--- src/rtl/if_fetch_unit_pkg.sv ---
// if_fetch_unit_pkg: constants and types shared by the instruction fetch unit.
//   XLEN         - datapath width of the RV32I core
//   RESET_PC_DEF - default first fetch address after reset
//   INST_NOP     - canonical RV32I NOP (addi x0, x0, 0) shown when no instruction is available
//   fetch_state_e - BOOT/RUN states of the fetch controller
//   align_word   - forces an address onto a 4-byte boundary
package if_fetch_unit_pkg;

  localparam int XLEN = 32;
  localparam logic [XLEN-1:0] RESET_PC_DEF = 32'h0000_0000;
  localparam logic [XLEN-1:0] INST_NOP     = 32'h0000_0013;

  typedef enum logic {
    ST_BOOT = 1'b0,
    ST_RUN  = 1'b1
  } fetch_state_e;

  function automatic logic [XLEN-1:0] align_word(input logic [XLEN-1:0] addr);
    return {addr[XLEN-1:2], 2'b00};
  endfunction

endpackage

--- src/rtl/if_fifo.sv ---
// if_fifo: synchronous FIFO with a single-cycle flush, used both as the
// instruction buffer ({pc, inst}) and as the PC-tag queue of in-flight requests.
// Ports:
//   clk, rst        - rising-edge clock, asynchronous active-high reset
//   flush           - empties the FIFO at the clock edge (wins over push/pop)
//   push, wdata     - write request and payload (ignored when full and not popping)
//   pop             - remove the head entry (ignored when empty)
//   rdata           - head entry, valid whenever empty=0
//   count/full/empty- occupancy status
// Any DEPTH >= 2 works; pointers wrap explicitly rather than relying on powers of two.
module if_fifo #(
  parameter int DEPTH = 2,
  parameter int WIDTH = 64
) (
  input  logic                       clk,
  input  logic                       rst,
  input  logic                       flush,
  input  logic                       push,
  input  logic [WIDTH-1:0]           wdata,
  input  logic                       pop,
  output logic [WIDTH-1:0]           rdata,
  output logic [$clog2(DEPTH+1)-1:0] count,
  output logic                       full,
  output logic                       empty
);

  localparam int PW = $clog2(DEPTH);
  localparam int CW = $clog2(DEPTH + 1);

  logic [WIDTH-1:0] mem [DEPTH];
  logic [PW-1:0]    wr_ptr;
  logic [PW-1:0]    rd_ptr;
  logic             do_push;
  logic             do_pop;

  assign empty   = (count == '0);
  assign full    = (count == CW'(DEPTH));
  assign do_pop  = pop && !empty;
  // A push into a full FIFO is still legal when the head leaves in the same cycle.
  assign do_push = push && (!full || do_pop);
  assign rdata   = mem[rd_ptr];

  always_ff @(posedge clk or posedge rst) begin
    if (rst) begin
      wr_ptr <= '0;
      rd_ptr <= '0;
      count  <= '0;
    end else if (flush) begin
      wr_ptr <= '0;
      rd_ptr <= '0;
      count  <= '0;
    end else begin
      if (do_push) wr_ptr <= (wr_ptr == PW'(DEPTH - 1)) ? '0 : wr_ptr + 1'b1;
      if (do_pop)  rd_ptr <= (rd_ptr == PW'(DEPTH - 1)) ? '0 : rd_ptr + 1'b1;
      count <= count + CW'(do_push) - CW'(do_pop);
    end
  end

  // Storage needs no reset: entries are only read once count says they were written.
  always_ff @(posedge clk) begin
    if (do_push && !flush) mem[wr_ptr] <= wdata;
  end

endmodule

--- src/rtl/if_fetch_unit.sv ---
// if_fetch_unit: IF stage of the 5-stage RV32I pipeline. Owns the PC, issues
// instruction-memory requests, tags them with their PC, buffers returned words
// and hands them to ID over valid/ready. EX redirects flush the buffer and
// discard every response still in flight.
// Ports:
//   clk, rst                    - rising-edge clock, asynchronous active-high reset
//   ex_branch_i, ex_next_pc_i   - redirect strobe and target from EX
//   imem_req_o, imem_addr_o     - fetch request and word-aligned address
//   imem_gnt_i                  - request accepted this cycle
//   imem_rvalid_i, imem_rdata_i - in-order read response
//   if_valid_o, if_inst_o, if_pc_o - instruction presented to ID (NOP / pc 0 when none)
//   id_ready_i                  - ID consumes the presented instruction
// Build option: define IF_BYPASS_EN to forward a response straight to ID when the
// buffer is empty, saving one cycle of fetch latency.
module if_fetch_unit
  import if_fetch_unit_pkg::*;
#(
  parameter logic [XLEN-1:0] RESET_PC   = RESET_PC_DEF,
  parameter int              FIFO_DEPTH = 2,
  parameter int              MAX_OUTST  = 2
) (
  input  logic            clk,
  input  logic            rst,
  input  logic            ex_branch_i,
  input  logic [XLEN-1:0] ex_next_pc_i,
  output logic            imem_req_o,
  output logic [XLEN-1:0] imem_addr_o,
  input  logic            imem_gnt_i,
  input  logic            imem_rvalid_i,
  input  logic [XLEN-1:0] imem_rdata_i,
  output logic            if_valid_o,
  output logic [XLEN-1:0] if_inst_o,
  output logic [XLEN-1:0] if_pc_o,
  input  logic            id_ready_i
);

  localparam int OW  = $clog2(MAX_OUTST + 1);
  localparam int FCW = $clog2(FIFO_DEPTH + 1);

  fetch_state_e      state, state_next;
  logic              run;
  logic [XLEN-1:0]   pc, pc_next;
  logic [OW-1:0]     outst, outst_next;
  logic [OW-1:0]     drop, drop_next;

  logic              issue_fire;
  logic              resp_drop;
  logic              resp_keep;
  logic              bypass_hit;

  logic              fifo_push, fifo_pop, fifo_full, fifo_empty;
  logic [FCW-1:0]    fifo_count;
  logic [2*XLEN-1:0] fifo_rdata;

  logic              tag_pop, tag_full, tag_empty;
  logic [OW-1:0]     tag_count;
  logic [XLEN-1:0]   tag_rdata;

  // FSM state register
  always_ff @(posedge clk or posedge rst) begin
    if (rst) state <= ST_BOOT;
    else     state <= state_next;
  end

  // FSM next state: BOOT lasts exactly one cycle
  always_comb begin
    state_next = state;
    case (state)
      ST_BOOT: state_next = ST_RUN;
      ST_RUN:  state_next = ST_RUN;
      default: state_next = ST_BOOT;
    endcase
  end

  // FSM outputs
  always_comb begin
    run = 1'b0;
    if (state == ST_RUN) run = 1'b1;
  end

  // Every in-flight request owns a buffer slot, so the FIFO can never overflow.
  assign imem_req_o  = run
                       && ((int'(outst) + int'(fifo_count)) < FIFO_DEPTH)
                       && (int'(outst) < MAX_OUTST);
  assign imem_addr_o = pc;
  assign issue_fire  = imem_req_o && imem_gnt_i;

  // A response arriving in the redirect cycle is wrong-path by definition.
  assign resp_drop = imem_rvalid_i && (drop != '0);
  assign resp_keep = imem_rvalid_i && (drop == '0) && !ex_branch_i;

`ifdef IF_BYPASS_EN
  assign bypass_hit = fifo_empty && resp_keep;
  assign fifo_push  = resp_keep && !(bypass_hit && id_ready_i);
`else
  assign bypass_hit = 1'b0;
  assign fifo_push  = resp_keep;
`endif

  assign fifo_pop = !fifo_empty && id_ready_i;
  assign tag_pop  = imem_rvalid_i && !tag_empty;

  always_comb begin
    outst_next = outst;
    if (issue_fire) outst_next = outst_next + OW'(1);
    if (imem_rvalid_i && (outst != '0)) outst_next = outst_next - OW'(1);
  end

  // On redirect everything still outstanding after this edge is wrong-path,
  // including a request granted in the redirect cycle itself.
  always_comb begin
    drop_next = drop;
    if (resp_drop)   drop_next = drop - OW'(1);
    if (ex_branch_i) drop_next = outst_next;
  end

  always_comb begin
    pc_next = pc;
    if (issue_fire)  pc_next = pc + 32'd4;
    if (ex_branch_i) pc_next = align_word(ex_next_pc_i);
  end

  always_ff @(posedge clk or posedge rst) begin
    if (rst) begin
      pc    <= RESET_PC;
      outst <= '0;
      drop  <= '0;
    end else begin
      pc    <= pc_next;
      outst <= outst_next;
      drop  <= drop_next;
    end
  end

  always_comb begin
    if_valid_o = 1'b0;
    if_inst_o  = INST_NOP;
    if_pc_o    = '0;
    if (!fifo_empty) begin
      if_valid_o = 1'b1;
      if_pc_o    = fifo_rdata[2*XLEN-1:XLEN];
      if_inst_o  = fifo_rdata[XLEN-1:0];
    end else if (bypass_hit) begin
      if_valid_o = 1'b1;
      if_pc_o    = tag_rdata;
      if_inst_o  = imem_rdata_i;
    end
  end

  if_fifo #(
    .DEPTH (FIFO_DEPTH),
    .WIDTH (2*XLEN)
  ) u_inst_fifo (
    .clk   (clk),
    .rst   (rst),
    .flush (ex_branch_i),
    .push  (fifo_push),
    .wdata ({tag_rdata, imem_rdata_i}),
    .pop   (fifo_pop),
    .rdata (fifo_rdata),
    .count (fifo_count),
    .full  (fifo_full),
    .empty (fifo_empty)
  );

  // Tags are never flushed: dropped responses still retire their own tag.
  if_fifo #(
    .DEPTH (MAX_OUTST),
    .WIDTH (XLEN)
  ) u_tag_fifo (
    .clk   (clk),
    .rst   (rst),
    .flush (1'b0),
    .push  (issue_fire),
    .wdata (pc),
    .pop   (tag_pop),
    .rdata (tag_rdata),
    .count (tag_count),
    .full  (tag_full),
    .empty (tag_empty)
  );

  rvalid_needs_outst: assert property (@(posedge clk) disable iff (rst)
    imem_rvalid_i |-> (outst != '0));
  tag_tracks_outst: assert property (@(posedge clk) disable iff (rst)
    tag_count == outst);
  drop_within_outst: assert property (@(posedge clk) disable iff (rst)
    drop <= outst);
  no_inst_overflow: assert property (@(posedge clk) disable iff (rst)
    !(fifo_push && fifo_full && !fifo_pop && !ex_branch_i));
  no_tag_overflow: assert property (@(posedge clk) disable iff (rst)
    !(issue_fire && tag_full && !tag_pop));

endmodule
--- config.mk ---
export PLATFORM = sky130hd
export DESIGN_NAME = if_fetch_unit
export DESIGN_NICKNAME = d
export VERILOG_FILES = /design/src/rtl/if_fetch_unit_pkg.sv /design/src/rtl/if_fifo.sv /design/src/rtl/if_fetch_unit.sv
export SDC_FILE = /design/constraint.sdc
export NUM_CORES = 1
export LEC_CHECK = 0
export ABC_AREA = 1
export CAP_MARGIN = 20
export CORE_MARGIN = 1
export CORE_UTILIZATION = 48
export CTS_CLUSTER_DIAMETER = 40
export DETAILED_ROUTE_END_ITERATION = 8
export MAX_ROUTING_LAYER = met4
export PLACE_DENSITY = 0.86
export SLEW_MARGIN = 10
export SYNTH_ARGS = -nofsm -noshare
export SYNTH_HDL_FRONTEND = slang
export SYNTH_SLANG_ARGS = --single-unit
--- constraint.sdc ---
create_clock -name clk -period 4 [get_ports clk]
set_input_delay 0.8 -clock clk [delete_from_list [all_inputs] [get_ports clk]]
set_output_delay 0.8 -clock clk [all_outputs]
set_load 0.05 [all_outputs]
# Word level (Yosys, flattened, before mapping)
# Memories as Yosys holds them, arrays and structs flattened.
# Index checks and enable logic that the tools add are counted.
dict set report totals {
  ram_bits 192
  out_inout_bits 98
  in_bits 70
  reg_bits 45
  wordCells 82
  n_memories 2
}
# memory depth width read_ports rd_clocked_by_memory_dff write_ports line
set memory_table {}
lappend memory_table {u_inst_fifo.mem 2 64 1 0 1 if_fifo.sv:30} ;# logic [WIDTH-1:0] mem [DEPTH];
lappend memory_table {u_tag_fifo.mem 2 32 1 0 1 if_fifo.sv:30}
dict set report op_classes {
  n_reduce_logical 30
  n_eq_ne 2
  mux 23
  add_sub_neg 13
  order_cmp 2
}
# operator count
set ops {}
lappend ops {{2-to-1 mux 32 bit} 4}
lappend ops {{adder 32 x 3 -> 32 bit (second input constant)} 1}
lappend ops {{logical AND 1 bit} 14}
lappend ops {{2-to-1 mux 1 bit} 14}
lappend ops {{nonzero test 2 bit} 6}
lappend ops {{2-to-1 mux 2 bit} 5}
lappend ops {{logical NOT 2 bit} 3}
lappend ops {{logical NOT 1 bit} 5}
lappend ops {{adder 1 bit (second input constant)} 4}
lappend ops {{adder 2 x 1 -> 2 bit} 2}
lappend ops {{== test 2 bit (second input constant)} 2}
lappend ops {{subtractor 2 x 1 -> 2 bit} 2}
lappend ops {{subtractor 2 x 1 -> 2 bit (second input constant)} 2}
lappend ops {{adder 2 x 2 -> 3 bit} 1}
lappend ops {{< comparator 3 x 2 -> 1 bit (second input constant)} 1}
lappend ops {{adder 2 x 1 -> 2 bit (second input constant)} 1}
lappend ops {{logical OR 1 bit} 2}
lappend ops {{< comparator 2 bit (second input constant)} 1}

# Longest topological paths before layout
dict set report depth {
  depth_word 9
  mapped_depth 12
}

# By module
# Synthesis repeated with hierarchy kept, for this count alone.
dict set report unflattened {
  cells_unflattened 1105
  hier_area_um2 10696.5
}
# module area_each_um2 cells_per_inst instances
set by_module_without_submodules {}
lappend by_module_without_submodules {{if_fifo (u_inst_fifo)} 4956.0 374 1}
lappend by_module_without_submodules {if_fetch_unit 3131.8 524 1}
lappend by_module_without_submodules {{if_fifo (u_tag_fifo)} 2608.8 207 1}

# Worst setup path after synthesis
# OpenSTA, ideal clock, no wires.
dict set report synth_path {
  kind {in2reg}
  start {input ex_branch_i}
  end {memory u_inst_fifo.mem[0][0], enable pin}
  setup_ps 482
  arrival_ps 3875
  required_time_ps 3518
  path_stages 4
  slack_ps -357
  cell_sequence {buf_2 inv_2 nand4_1 nor2_1}
}
dict set report synth_via {
  elab_chain_cells 6
}
# item line
set synth_lines {}
lappend synth_lines {{start, declared} if_fetch_unit.sv:24} ;# input logic ex_branch_i,
lappend synth_lines {{logical NOT 1 bit *} {if_fifo.sv:61, if_fetch_unit.sv:90}}
lappend synth_lines {{logical AND 1 bit} if_fetch_unit.sv:90} ;# assign resp_keep = imem_rvalid_i && (drop == '0) && !ex_branch_i;
lappend synth_lines {{logical AND 1 bit} if_fifo.sv:40} ;# assign do_push = push && (!full || do_pop);
lappend synth_lines {{logical AND 1 bit *} if_fifo.sv:61} ;# if (do_push && !flush) mem[wr_ptr] <= wdata;
lappend synth_lines {{2-to-1 mux 1 bit *} if_fifo.sv:61}
lappend synth_lines {{2-to-1 mux 1 bit (not written as such) *} if_fifo.sv:61}
lappend synth_lines {{end, declared} if_fifo.sv:30}
# Mark *: on every way between the ends. The rest lies on a longest branch, timed or not.

# Worst setup path in the final report
dict set report layout_path {
  start {register u_inst_fifo.rd_ptr}
  end {output if_pc_o[28]}
}
dict set report layout_via {
  elab_chain_cells 2
}
# item line
set layout_lines {}
lappend layout_lines {{start, declared} if_fifo.sv:32} ;# logic [PW-1:0] rd_ptr;
lappend layout_lines {{start signal, assigned} if_fifo.sv:54} ;# if (do_pop) rd_ptr <= (rd_ptr == PW'(DEPTH - 1)) ? '0 : rd_ptr + 1'b1;
lappend layout_lines {{memory (2 x 64 bit)} n/a}
lappend layout_lines {{2-to-1 mux 32 bit} if_fetch_unit.sv:139} ;# if (!fifo_empty) begin
lappend layout_lines {{end, declared} if_fetch_unit.sv:33} ;# output logic [XLEN-1:0] if_pc_o,
# No other way between the ends.

==> results.cfg <==
[placement]
hpwl_um = 14100
portBuffers = 161
place_area_um2 = 11700
gp_congestion = 0.917

[layout]
seqCellArea_um2 = 6600
layout-drive-gt1-share = 0.0741
fillers = 1437
antennaDiodeCount = 0
multi_input_area_um2 = 2770
stdcell_area_um2 = 12600
final_net_count = 1192
area_growth_pct = 29.1
final_common_cell = nand2_1
mostFrequentLayoutCells = nand2_1 (370), edfxtp_1 (184), clkdlybuf4s50_1 (161)
final_util = 0.640

[clock_network]
postCtsHoldBufs = 0
cts_buffers = 26
ctsLongestPathBuffers = 3
cts_num_sinks = 227
cts_max_level = 1
clk_latency_ps = 530
post_cts_buffers = 0
cts_tree = yes
clk_pin_slew_ps = 60
root_buffer = clkbuf_16
cts_resized = 0

[worst_hold_path]
whs_path_depth = 2
min_path_type = reg2reg
min_from = drop[1]$_DFFE_PP0P_
worstHoldEndpoint = drop[1]$_DFFE_PP0P_

[logic_synthesis]
synth.area.mux_share = 0
synth-compound-area-share = 0.0531
ys_types = 35
synthesis.instances = 946
synthArstFlopShare = 0.189
synth_edf_count = 184
synth-xor-area-share = 0.0125
synthAdderAreaFrac = 0.0110
ys_warn_count = 0
ys.flop_type = edfxtp_1
synthSimpleGateAreaFrac = 0.202
yosysSeqAreaShare = 0.676
synth_top_family_by_area = simple AND/OR/NAND/NOR gates
avgSynthCellArea_um2 = 10.3
synth_seq_cells = 227
synth_area_um2 = 9770

[worst_setup_path]
critPathKind = reg2out
cpPeakStageDelay_ps = 830
r2r_cells = 9
rrSetupSlack_ps = 1420
path_max_fanout = 64
rr_endpoint = u_tag_fifo.mem[1][25]$_DFFE_PP_
crit_family = buffers and inverters
critPathRequiredTime_ps = 3200
crit_cells = 4
r2r_start = u_inst_fifo.count[0]$_DFF_PP0_
path_cells = buf_4, nand2_1, a21oi_1, clkdlybuf4s50_1
startpoint_type = flip-flop
crit_arrival_ps = 2680
critical_path.endpoint_type = output port
crit_slowest_cell = clkdlybuf4s50_1
path_buf_inv = 2

[drt]
wl_met1_um = 8800
drt-initial-drc-count = 524
dr_total_vias = 7164
wl_met3_um = 1630
postRouteAntennaNets = 0
top_layer_used = met4
drt-wirelength-per-cell_um = 15.5
totalWireLength_um = 21800
dr_wl_met2_um = 10800
first_pass_iters = 5
route.detailed.drc = 0
viasPerCell = 5.12

[sta]
slew_viol_final = 0
setup_tns_ps = 0
fmax_mhz = 287
skew_ps = 16.7
min_period_over_period = 0.871
hold_violations = 0
fin_crit_ps = 3480
setup_viol = 0
rsz0062_at_grt = false
slew_headroom = 0.367
worstMarginPinSlew_ps = 948

[die]
start_util = 0.496
placementRows = 51
dieArea_um2 = 20900
io_pins = 168
coreArea_um2 = 19700
die_w_um = 145
fp.dieH_um = 145

[status]
outcome = completed

[pwr]
p_int_mw = 5.49
clkPwrFrac = 0.267
p_sw_mw = 3.58
leakagePower_nw = 4.91
switching_share = 0.395
seqPwrFrac = 0.357
irDropWorstVdd_uv = 390
power_density_nw_per_um2 = 719
p_comb_frac = 0.376

[global_routing]
grt_usage = 0.217
grt_pass1_vias = 6910
gr-total-overflow = 0
grt_max_degree = 65
grt_antenna_before_repair = 0
grt_first_pass_wirelength_um = 34100

[run]
max_cap_violations = 0
[per-stage QoR]
| step | hold WS (ps) | setup WS [ps] | total power, mW | std cells |
|---|---|---|---|---|
| floorplan | 482 | -357 | 5.53 | 949 |
| global placement | 501 | 1100 | 6.58 | 1351 |
| detailed placement | 511 | 1080 | 6.68 | 1351 |
| CTS | 528 | 488 | 9.12 | 1399 |
| global route | 556 | 358 | 9.51 | 1399 |
| finish | 529 | 518 | 9.07 | 1399 |
[registers in the layout (all words and copies together), names as in the netlist]
name and count:
outst 2, state 1, drop 2, u_tag_fifo.mem 60, u_tag_fifo.wr_ptr 1, u_inst_fifo.count 2
u_inst_fifo.wr_ptr 1, u_tag_fifo.count 2, u_inst_fifo.rd_ptr 1, u_inst_fifo.mem 124, imem_addr_o 30, u_tag_fifo.rd_ptr 1
[worst reg2reg max path: stages (launching register included)]
cell,delay (ps)
dfrtp_1,420
nand2_1,70
inv_1,40
fa_1,470
nor2_2,160
nand3_2,200
a31oi_2,260
inv_1,110
nor2_2,110
buf_4,370
[area by class of cell]
| cell class | instances | area share |
|---|---|---|
| Clock buffer | 35 | 0.0575 |
| Multi-Input combinational cell | 613 | 0.220 |
| Timing Repair Buffer | 174 | 0.138 |
| Clock inverter | 13 | 0.0140 |
| Inverter | 72 | 0.0214 |
| Sequential cell | 227 | 0.524 |
| Tap cell | 265 | 0.0263 |
[layer usage]
layer | GRT usage | vias up
met5 | - | -
met4 | 0.0820 | 0
met3 | 0.0326 | 44
met2 | 0.366 | 278
met1 | 0.264 | 3383
li1 | - | 3459
[power groups by stage]
stage          clock network, mW  registers, mW  logic (mW)
2_1_floorplan                  0           3.43        2.10
6_report                    2.42           3.24        3.41
4_1_cts                     2.46           3.23        3.43
5_1_grt                     2.55           3.27        3.68
3_5_place_dp                   0           3.28        3.40
3_3_place_gp                   0           3.25        3.33
[Yosys cell counts (4+ instances only)]
master | number | area, µm²
o21ai_0 | 17 | 85.1
xor2_1 | 9 | 78.8
xnor2_1 | 5 | 43.8
buf_2 | 5 | 25.0
dfrtp_1 | 43 | 1080
o21bai_1 | 5 | 37.5
edfxtp_1 | 184 | 5530
inv_2 | 4 | 15.0
o211ai_1 | 7 | 52.6
nand2_2 | 4 | 25.0
nand3_1 | 44 | 220
nor2_1 | 53 | 199
inv_1 | 67 | 251
ha_1 | 7 | 87.6
buf_4 | 6 | 45.0
buf_1 | 4 | 15.0
a21oi_1 | 61 | 305
nor2_2 | 10 | 62.6
nand2_1 | 370 | 1390
clkbuf_1 | 22 | 82.6
[logic make-up (layout without fill, tap and decap cells)]
group / Yosys count / after routing
and+or+nand+nor: 491 / 491
DFF: 227 / 227
buffers and inverters: 109 / 294
AOI/OAI and AO/OA: 95 / 95
xor gates and xnor gates: 14 / 14
adders and majority gates: 8 / 8
other: 2 / 5
[worst max path at each step]
stage | startpoint | endpoint | slack (ps)
floorplan | ex_branch_i | u_inst_fifo.mem[0][0]$_DFFE_PP_ | -360
global placement | u_inst_fifo.count[0]$_DFF_PP0_ | imem_req_o | 1100
detailed placement | u_inst_fifo.count[0]$_DFF_PP0_ | imem_req_o | 1080
CTS | u_inst_fifo.rd_ptr$_DFFE_PP0P_ | if_pc_o[28] | 490
global route | u_inst_fifo.rd_ptr$_DFFE_PP0P_ | if_pc_o[12] | 360
finish | u_inst_fifo.rd_ptr$_DFFE_PP0P_ | if_pc_o[28] | 520
No activity file was read; power rests on OpenSTA's default activity.
